--- src/rtl/button_debouncer.sv ---
// Push-button conditioner: two-flop synchronizer, prescaled sampling, stability
// filter, and a short/long press classifier producing one-clk event pulses.
module button_debouncer #(
  parameter int SAMPLE_DIV   = 16,
  parameter int STABLE_CNT   = 4,
  parameter int LONG_SAMPLES = 256,
  parameter bit ACTIVE_LOW   = 1'b1
) (
  input  logic clk,
  input  logic rstn,
  input  logic btn_in,
  output logic btn_level,
  output logic press_pulse,
  output logic release_pulse,
  output logic short_pulse,
  output logic long_pulse
);

  localparam int CNT_W  = (STABLE_CNT > 1) ? $clog2(STABLE_CNT) : 1;
  localparam int HOLD_W = $clog2(LONG_SAMPLES);
  localparam logic [CNT_W-1:0]  CNT_MAX  = CNT_W'(STABLE_CNT - 1);
  localparam logic [HOLD_W-1:0] HOLD_MAX = HOLD_W'(LONG_SAMPLES - 1);

  typedef enum logic [1:0] {
    ST_RELEASED = 2'd0,
    ST_PRESSED  = 2'd1,
    ST_HELD     = 2'd2
  } state_t;

  logic                  sync1_r, sync2_r;
  logic [SAMPLE_DIV-1:0] presc_r;
  logic [CNT_W-1:0]      stab_r;
  logic                  level_r, press_r, release_r, short_r, long_r;
  logic [HOLD_W-1:0]     hold_r, hold_nx_s;
  state_t                state_r, state_nx_s;
  logic                  short_nx_s, long_nx_s;
  logic                  tick_s, raw_s, differ_s, flip_s, rise_s, fall_s;

  assign tick_s   = &presc_r;
  assign raw_s    = sync2_r ^ ACTIVE_LOW;
  assign differ_s = raw_s != level_r;
  assign flip_s   = tick_s & differ_s & (stab_r == CNT_MAX);
  assign rise_s   = flip_s & ~level_r;
  assign fall_s   = flip_s & level_r;

  // Synchronizer and free-running sample prescaler
  always_ff @(posedge clk or negedge rstn) begin
    if (!rstn) begin
      sync1_r <= ACTIVE_LOW;
      sync2_r <= ACTIVE_LOW;
      presc_r <= '0;
    end else begin
      sync1_r <= btn_in;
      sync2_r <= sync1_r;
      presc_r <= presc_r + SAMPLE_DIV'(1);
    end
  end

  // Stability filter with press/release edge pulses
  always_ff @(posedge clk or negedge rstn) begin
    if (!rstn) begin
      stab_r    <= '0;
      level_r   <= 1'b0;
      press_r   <= 1'b0;
      release_r <= 1'b0;
    end else begin
      if (tick_s) begin
        if (!differ_s) begin
          stab_r <= '0;
        end else if (stab_r == CNT_MAX) begin
          level_r <= ~level_r;
          stab_r  <= '0;
        end else begin
          stab_r <= stab_r + CNT_W'(1);
        end
      end
      press_r   <= rise_s;
      release_r <= fall_s;
    end
  end

  // Press classifier: a release always beats a coincident long threshold
  always_comb begin
    state_nx_s = state_r;
    hold_nx_s  = hold_r;
    short_nx_s = 1'b0;
    long_nx_s  = 1'b0;
    case (state_r)
      ST_RELEASED: begin
        if (rise_s) begin
          state_nx_s = ST_PRESSED;
          hold_nx_s  = '0;
        end else begin
          state_nx_s = ST_RELEASED;
        end
      end
      ST_PRESSED: begin
        if (fall_s) begin
          state_nx_s = ST_RELEASED;
          short_nx_s = 1'b1;
        end else if (tick_s && level_r) begin
          if (hold_r == HOLD_MAX) begin
            state_nx_s = ST_HELD;
            long_nx_s  = 1'b1;
          end else begin
            hold_nx_s = hold_r + HOLD_W'(1);
          end
        end else begin
          state_nx_s = ST_PRESSED;
        end
      end
      ST_HELD: begin
        if (fall_s) begin
          state_nx_s = ST_RELEASED;
        end else begin
          state_nx_s = ST_HELD;
        end
      end
      default: begin
        state_nx_s = ST_RELEASED;
        hold_nx_s  = '0;
      end
    endcase
  end

  // Classifier state, hold counter and registered classification pulses
  always_ff @(posedge clk or negedge rstn) begin
    if (!rstn) begin
      state_r <= ST_RELEASED;
      hold_r  <= '0;
      short_r <= 1'b0;
      long_r  <= 1'b0;
    end else begin
      state_r <= state_nx_s;
      hold_r  <= hold_nx_s;
      short_r <= short_nx_s;
      long_r  <= long_nx_s;
    end
  end

  assign btn_level     = level_r;
  assign press_pulse   = press_r;
  assign release_pulse = release_r;
  assign short_pulse   = short_r;
  assign long_pulse    = long_r;

endmodule

--- config.mk ---
export PLATFORM = sky130hd
export DESIGN_NAME = button_debouncer
export DESIGN_NICKNAME = d
export VERILOG_FILES = /design/src/rtl/button_debouncer.sv
export SDC_FILE = /design/constraint.sdc
export NUM_CORES = 1
export LEC_CHECK = 0
export ABC_AREA = 1
export CORE_MARGIN = 1.5
export CORE_UTILIZATION = 31
export DETAILED_ROUTE_END_ITERATION = 8
export RECOVER_POWER = 100
export SLEW_MARGIN = 40
export SYNTH_ARGS = -nofsm -noshare
export SYNTH_HDL_FRONTEND = slang
export SYNTH_SLANG_ARGS = --single-unit
--- constraint.sdc ---
create_clock -name clk -period 2.5 [get_ports clk]
set_clock_uncertainty 0.05 [all_clocks]
set_input_delay 0.375 -clock clk [delete_from_list [all_inputs] [get_ports clk]]
set_output_delay 0.375 -clock clk [all_outputs]
set_load 0.01 [all_outputs]
## Word level (Yosys, flattened, before mapping)

Index checks and enable logic that the tools add are counted.

| operators by class | value |
|---|---|
| add/subtract/negate cells | 3 |
| equal/unequal tests | 10 |
| mux-type cells | 19 |
| bitwise gates (word level) | 7 |
| reductions and logical operators | 5 |

Operator list:

| operator | number |
|---|---|
| $mux 8 | 4 |
| $pmux 8 s3 | 1 |
| $reduce_and 18->1 | 1 |
| $add 16x1->16 const B | 1 |
| $reduce_and 16->1 | 1 |
| $mux 2 | 6 |
| $add 8x1->8 const B | 1 |
| $eq 8x8->1 const B | 1 |
| $ne 2x2->1 const B | 4 |
| $mux 1 | 7 |
| $pmux 2 s3 | 1 |
| $reduce_and 5->1 | 1 |
| $and 1x1->1 | 4 |
| $eq 2x2->1 const B | 2 |
| $ne 4x4->1 const B | 1 |
| $not 1->1 | 3 |
| $add 2x1->2 const B | 1 |
| $eq 2x1->1 const B | 1 |
| $logic_not 2->1 | 1 |
| $logic_and 1x1->1 | 1 |
| $ne 1x1->1 | 1 |

| storage, ports and cells | value |
|---|---|
| bits in registers | 35 |
| input bits | 3 |
| output and inout bits | 5 |
| word-level logic and storage cells | 55 |

## Longest topological paths before layout

Gate-level depths: netlist of the first run.

| depth | value |
|---|---|
| depth after elaboration | 7 |
| depth in mapped cells | 11 |
| mapped depth without buffers | 11 |

## Least setup slack after synthesis of the first run

No wires, ideal clock.

| timing path | value |
|---|---|
| path type | flip-flop to flip-flop |
| from | register presc_r[0] |
| to | register hold_r[6] |
| library setup time | 0.117 ns |
| data arrival time | 1.351 ns |
| required time | 2.333 ns |
| path slack | 0.982 ns |
| stages on the path, launching flop included | 11 |
| buffers on the path | 0 |
| period minus slack after synthesis | 1.518 ns |
| cells stage by stage | dfrtp_1 ha_1 nand2_1 nor2_4 nand2_4 nor2_8 nand4_2 nand2_4 nand2_4 nand2_1 nand2_1 |

| on the way | value |
|---|---|
| longest elaborated chain between the ends | 6 |
| elaborated cells between the ends (all ways) | 10 |
| those cells by class | eq/ne (3); bitwise (4); reduce/logical (3) |

RTL lines:

| element | RTL line | source |
|---|---|---|
| start: declaration | 31 | `logic [SAMPLE_DIV-1:0] presc_r;` |
| start signal: assignment | 55 | `presc_r <= presc_r + SAMPLE_DIV'(1);` |
| $reduce_and 16->1 (*) | 39 | `assign tick_s = &presc_r;` |
| $and 1x1->1 (2 in series) | 42 | `assign flip_s = tick_s & differ_s & (stab_r == CNT_MAX);` |
| $and 1x1->1, on equally long branches | 44, 43 |  |
| $ne 2x2->1 (no source line) | n/a |  |
| $reduce_and 5->1 (no source line) (*) | n/a |  |
| end signal: assignment | 135 | `hold_r <= hold_nx_s;` |
| end: declaration | 34 | `logic [HOLD_W-1:0] hold_r, hold_nx_s;` |

Every way passes the cells marked *; elsewhere a longest branch is shown, timed or not.
A chain may end at the register's enable or synchronous reset.

## Final worst setup path of the first run

| timing path | value |
|---|---|
| from | register presc_r[0] |
| to | register hold_r[4] |

The elaborated chain is that of the path after synthesis.

==> results.md, run 1 <==
- Commonest non-fill, non-tap cell in the layout: nand2_1
- Post-synthesis register bit count: 35
- Period utilization: 0.754
- Leakage power: 1.02 nW
- Final Max Slew Viols: 0
- GRT Util Overall: 0.104
- Critical path launch point type: flip-flop
- Worst-margin pin slew: 838 ps
- Core Region: 5440 µm²
- Share of the synthesized area in the top cell type: 0.476
- Worst r2r src: presc_r[0]$_DFF_PN0_
- Finish-stage setup viols: 0
- Critical Path Sink: hold_r[4]$_DFFE_PN0P_
- # rows: 27
- Post-Place Cell Area: 1900 µm²
- Vias in the first global route: 1092
- Post-synthesis compound-gate area fraction: 0.0252
- Initial antenna violation count: 0
- Buffers on Ports: 7
- Post-route minimum period: 1880 ps
- Slew margin rel.: 0.441
- Post-CTS Setup Inserts: 0
- Clock Power Share: 0.460
- CTS sink count: 35
- Highest clock rate: 0.531 GHz
- CTS buffer count: 5
- Async SR Flop Fraction: 1.00
- Final #Nets: 201
- Total gr overflow: 0
- Fin Setup TNS: 0 ps
- Xor and xnor area share after synthesis: 0.0857
- Cell taking the most area after synthesis: dfrtp_1
- Seq pwr share: 0.524
- Remaining antenna violation count after routing: 0
- Power Dens Cells: 549 nW/µm²
- Peak VDD IR: 0.000196 V
- Worst setup startpoint: presc_r[0]$_DFF_PN0_
- Crit end category: flip-flop
- Clock tree buffer depth: 2
- Detailed router's first-iteration violation count: 73
- Primary FF master, synth: dfrtp_1
- RSZ-0062 raised after global routing: no
- Mux share of post-synthesis cell area: 0
- Die Area: 6060 µm²
- Global-route wire length before repair: 4890 µm
- Vias: 1152
- Synth Area in Simple Gates: 0.318
- Clk Latency, worst-skew pair: 290 ps
- # hold bufs at CTS: 0
- Post-Synth Adder-Cell Area: 0.0216
- Overall routed net length: 2650 µm
- Antenna Cells: 0
- Fin. Hold Viols: 0
- Largest net degree at the start of global routing: 36
- Worst-path clk slew: 70 ps
- DRT Pass-1 Iters: 5
- Sequential element share of the synthesized area: 0.506
- Crit-path max FO: 8
- Die Width: 77.8 µm
- Area contributors post-synth: dfrtp_1 (48%), nand2_1 (8.2%), xor2_1 (5.5%), nand3_1 (4.9%), inv_1 (3.5%)
- Post-CTS sizing: 0
- Hold crit path type: reg2reg
- Die height: 77.8 µm
- Synthesis Warnings: 0
- Sw power: 0.000216 W
- Starting density of the core: 0.319
- Design area: 1980 µm²
- Pint: 0.000870 W
- Vias per Instance: 4.30
- Area Overhead vs Synth: 14.0%
- Placer Congestion: 0.904
- Share of layout cells above drive strength 1: 0.158
- Worst Path Required: 2620 ps
- Reg2Reg Depth: 10
- CP arrival: 2010 ps
- Post-Syn Instances: 180
- Number of flops mapped to enable cells by yosys: 0
- Post-Syn Nets: 186
- Io pins: 8
- Sw frac: 0.199
- Largest family of logic cells by synthesized area: simple AND/OR/NAND/NOR gates
- Max Cap Viol: 0
- Commonest non-fill, non-tap cells in the layout: nand2_1 (39), dfrtp_1 (33), inv_1 (17), nand3_1 (17), nor2_1 (16)
- Reg2reg setup slack: 620 ps
- FF-to-FF End: hold_r[4]$_DFFE_PN0P_
- Logic pwr share: 0.015
- Remaining DRCs: 0
- Clk Tree Root Cell: clkbuf_8
- Synth cell types: 26
- Syn_area_per_cell: 9.65 µm²
- Dpl hpwl: 1880 µm
- Status: finished, final reports clean
- Setup CP Type: reg2reg
- Avg WL per Cell: 9.88 µm
- Synthesized area: 1740 µm²
- H-tree levels: 2
- CTS tree: done
## cell usage after synthesis, drive strengths merged, types with 2 or more instances
cell type / instances
nand3: 18
nand4: 5
xnor2: 6
ha: 3
inv: 20
nor3: 3
dfrtp: 33
o21ai: 3
dfstp: 2
nand3b: 2
xor2: 11
nand2: 47
nor2: 23
a21oi: 2
## sequential cells by signal (all words and copies together) (netlist names), 2 cells and up
| signal | cells |
|---|---|
| presc_r | 16 |
| state_r | 2 |
| stab_r | 2 |
| hold_r | 8 |
## critical path, cell delays in order, from the launching register on
cell and delay (ps):
dfrtp_1 350, ha_1 200, nand2_1 60, nor2_1 220
nand2_4 110, nor2_8 160, nand3b_1 150, nand2_1 220
nand2_4 110, nand2_1 70, nand2_1 50
## power by group through the flow
| stage | Clock [W] | Combinational [W] | Sequential (W) |
|---|---|---|---|
| after global placement | 0 | 0.0000188 | 0.000580 |
| final | 0.000500 | 0.0000166 | 0.000570 |
| after floorplan | 0 | 0.00000323 | 0.000580 |
| after CTS | 0.000518 | 0.0000192 | 0.000570 |
| after global routing | 0.000543 | 0.0000199 | 0.000570 |
| after detailed placement | 0 | 0.0000192 | 0.000580 |
## cell families after synthesis
kind of cell | Yosys count
xor+xnor | 17
compound gates | 7
flops | 35
buf+inv | 20
simple gates | 98
fa+ha+maj | 3
## final cells by class
type	instances	area, µm²
sequential	35	878
fill	536	3460
clock inverter	2	37.5
multi-input combinational	125	751
clock buffer	6	72.6
tap	72	90.1
timing repair buffer	8	75.1
inverter	20	75.1
## through the flow
step	worst slack (ps)	cells	hold slack (ps)	total power [W]	utilization
global route	396	268	317	0.00113	0.364
finish	616	268	307	0.00109	0.364
global placement	894	260	296	0.000599	0.350
floorplan	982	180	29.4	0.000584	-
detailed placement	849	260	298	0.000600	0.350
CTS	679	268	309	0.00111	0.370
## metal layers
| metal | vias to the layer above | global-route usage | wire (µm) |
|---|---|---|---|
| li1 | 599 | - | - |
| met1 | 524 | 0.140 | 1350 |
| met2 | 24 | 0.144 | 1110 |
| met3 | 5 | 0.0318 | 120 |
| met4 | 0 | 0.0655 | 65 |
| met5 | - | 0 | 0 |
## worst min path at each step
stage          depth (start not counted)  slack, ps              start                    end
2_1_floorplan                          0         30               rstn  btn_level$_DFFE_PN0P_
6_report                               0        310  sync1_r$_DFF_PN1_      sync2_r$_DFF_PN1_
5_1_grt                                0        320  sync1_r$_DFF_PN1_      sync2_r$_DFF_PN1_
4_1_cts                                0        310  sync1_r$_DFF_PN1_      sync2_r$_DFF_PN1_
3_3_place_gp                           0        300  sync1_r$_DFF_PN1_      sync2_r$_DFF_PN1_
3_5_place_dp                           0        300  sync1_r$_DFF_PN1_      sync2_r$_DFF_PN1_
No activity file was read; power rests on OpenSTA's default activity.
==> inputs of run 2 (changes only) <==
- clock period: 2.5 -> 1.8 ns (I/O delays scaled with it)
==> run 2 against run 1 <==
  * Via count grew 0.26%
  * Combinational power grew 39%
  * Register-to-register slack got worse by 490 ps
  * Clock power grew 7.4%
  * Final cell count is 0.75% higher
  * Power is 24% higher
  * Critical path depth decreased by 9
  * Hold slack improved by 1.1 ps
  * Non-clock buffer count increased by 2
  * Largest cell class unchanged
  * Largest power group unchanged
==> results.md, run 2 (same netlist as run 1, synthesis figures left out) <==
- Status: finished, final reports clean
- Worst-margin pin slew: 837 ps (-1.42 ps)
- Detailed router's first-iteration violation count: 92 (+26%)
- Reg2reg setup slack: 130 ps (-490 ps)
- WP depth: 1 (-9)
- DRT Pass-1 Iters: 4 (-1)
- Commonest non-fill, non-tap cells in the layout: nand2_1 (38), dfrtp_1 (33), inv_1 (17), nand3_1 (17), nor2_1 (14)
- Crit end category: primary output
- Logic pwr share: 0.017 (+0.002)
- Vias per Instance: 4.28 (-0.48%)
- Vias: 1155 (+0.26%)
- Clock Power Share: 0.397 (-0.063)
- # hold bufs at CTS: 0 (unchanged)
- CTS tree: done
- Post-route minimum period: 1700 ps
- Slew margin rel.: 0.442 (+0.000949)
- Largest Register: presc_r
- M1 WL: 1420 µm (+5.0%)
- Post-layout util: 0.367 (+0.00299)
- Dpl hpwl: 1910 µm (+1.9%)
- Finish-stage setup viols: 0 (unchanged)
- Dpl ws: 152 ps (-697 ps)
- Area Overhead vs Synth: 14.9%
- Wire length on met2: 1220 µm (+10%)
- Vias in the first global route: 1178 (+7.9%)
- GRT Util Overall: 0.111 (+0.00620)
- Pint: 0.00107 W (+23%)
- RSZ-0062 raised after global routing: no
- Post-Place Cell Area: 1910 µm² (+0.39%)
- Final #Nets: 203 (+1.0%)
- Worst setup margin: 104 ps (-511 ps)
- Largest net degree at the start of global routing: 36 (unchanged)
- Number of flip-flops in the largest register: 16 (unchanged)
- Share of layout cells above drive strength 1: 0.182 (+0.0237)
- Commonest non-fill, non-tap cell in the layout: nand2_1
- Buffers on Ports: 7 (unchanged)
- Delay of the slowest cell on the worst path: 590 ps (+240 ps)
- CP cell instances: clkdlybuf4s50_1
- Initial antenna violation count: 0 (unchanged)
- Worst-path clk slew: 70 ps (about the same)
- Leakage power: 1.06 nW (+3.9%)
- Crit-path max FO: 7 (-1)
- Worst Path Required: 1480 ps (-1140 ps)
- Clock tree buffer depth: 2 (unchanged)
- Design area: 2000 µm² (+0.82%)
- Clk Latency, worst-skew pair: 280 ps (about the same)
- Io pins: 8 (unchanged)
- Clk Tree Root Cell: clkbuf_8
- Worst path buffer plus inverter count: 1 (+1)
- Critical Path Slowest Stage Cell: clkdlybuf4s50_1
- Critical path launch point type: flip-flop
- Peak VDD IR: 0.000239 V (+22%)
- Reg2Reg Depth: 7 (-3)
- Top Family by Delay on Critical Path: buffers and inverters
- Placer Congestion: 0.839 (-7.2%)
- Die height: 77.8 µm (unchanged)
- Largest registers: presc_r: 16 flops, hold_r: 8 flops
- Fin. Hold Viols: 0 (unchanged)
- # rows: 27 (unchanged)
- Remaining antenna violation count after routing: 0 (unchanged)
- Remaining DRCs: 0 (unchanged)
- Avg WL per Cell: 10.3 µm (+4.6%)
- Die Area: 6060 µm² (unchanged)
- Sw frac: 0.211 (+0.0113)
- Power Dens Cells: 677 nW/µm² (+23%)
- FF-to-FF End: presc_r[15]$_DFF_PN0_
- Final Max Slew Viols: 0 (unchanged)
- Highest clock rate: 0.590 GHz
- Top Layer Used: met4
- Hold crit path type: reg2reg
- Global-route wire length before repair: 5220 µm (+6.8%)
- Period utilization: 0.942
- CP arrival: 1380 ps (-630 ps)
- Sw power: 0.000284 W (+31%)
- Worst r2r src: presc_r[2]$_DFF_PN0_
- Core Region: 5440 µm² (unchanged)
- WL met3: 63 µm (-48%)
- Starting density of the core: 0.319 (unchanged)
- H-tree levels: 2 (unchanged)
- Max Cap Viol: 0 (unchanged)
- CTS buffer count: 5 (unchanged)
- Critical Path Sink: btn_level
- Seq pwr share: 0.586 (+0.062)
- Worst setup startpoint: btn_level$_DFFE_PN0P_
- Total gr overflow: 0 (unchanged)
- Fin Setup TNS: 0 ps (unchanged)
- Overall routed net length: 2790 µm (+5.4%)
- Setup CP Type: reg2out
- CTS sink count: 35 (unchanged)
- Antenna Cells: 0 (unchanged)
- Die Width: 77.8 µm (unchanged)
[run 2: timing repair]
action                     4_1_cts  5_1_grt
setup buffers                    0        1
resized for setup                0        1
setup endpoints to repair        0        9
[run 2: layout make-up]
class / instances / area, µm²
well taps: 72 / 90.1
flip-flops and latches: 35 / 878
repair buffers: 10 / 90.1
fillers: 533 / 3440
inverters: 20 / 75.1
clock inverters: 1 / 5.00
clock buffers: 7 / 76.3
multi-input cells: 125 / 781
[run 2: power by group through the flow]
stage / Combinational [W] / Sequential (W) / Clock [W]
2_1_floorplan: 0.00000449 / 0.000806 / 0
3_3_place_gp: 0.0000261 / 0.000806 / 0
3_5_place_dp: 0.0000266 / 0.000806 / 0
4_1_cts: 0.0000266 / 0.000791 / 0.000559
5_1_grt: 0.0000275 / 0.000791 / 0.000592
6_report: 0.0000230 / 0.000791 / 0.000537
[run 2: worst min-delay path by stage]
stage / from / to / slack, ps / cells past startpoint
after detailed placement: sync1_r$_DFF_PN1_ / sync2_r$_DFF_PN1_ / 300 / 0
after CTS: sync1_r$_DFF_PN1_ / sync2_r$_DFF_PN1_ / 310 / 0
after global routing: sync1_r$_DFF_PN1_ / sync2_r$_DFF_PN1_ / 320 / 0
after global placement: sync1_r$_DFF_PN1_ / sync2_r$_DFF_PN1_ / 300 / 0
final: sync1_r$_DFF_PN1_ / sync2_r$_DFF_PN1_ / 310 / 0
after floorplan: rstn / btn_level$_DFFE_PN0P_ / -80 / 0
[run 2: per-stage QoR]
stage | std cells | hold slack, ps | total power, W
after floorplan | 180 | -75.6 | 0.000811
final | 270 | 308 | 0.00135
after global routing | 270 | 316 | 0.00141
after global placement | 261 | 297 | 0.000832
after CTS | 269 | 311 | 0.00138
after detailed placement | 261 | 301 | 0.000833
[run 2: routing by layer]
layer | track usage | vias to the layer above
met1 | 0.140 | 529
li1 | - | 603
met3 | 0.0212 | 6
met4 | 0.0818 | 0
met5 | 0 | -
met2 | 0.166 | 17
==> inputs of run 3 (changes only) <==
- REMOVE_ABC_BUFFERS: not set -> 1
- SKIP_CTS_REPAIR_TIMING: not set -> 1
==> results of run 3 <==
The final DEF is identical to that of run 2; final timing and power are the same.
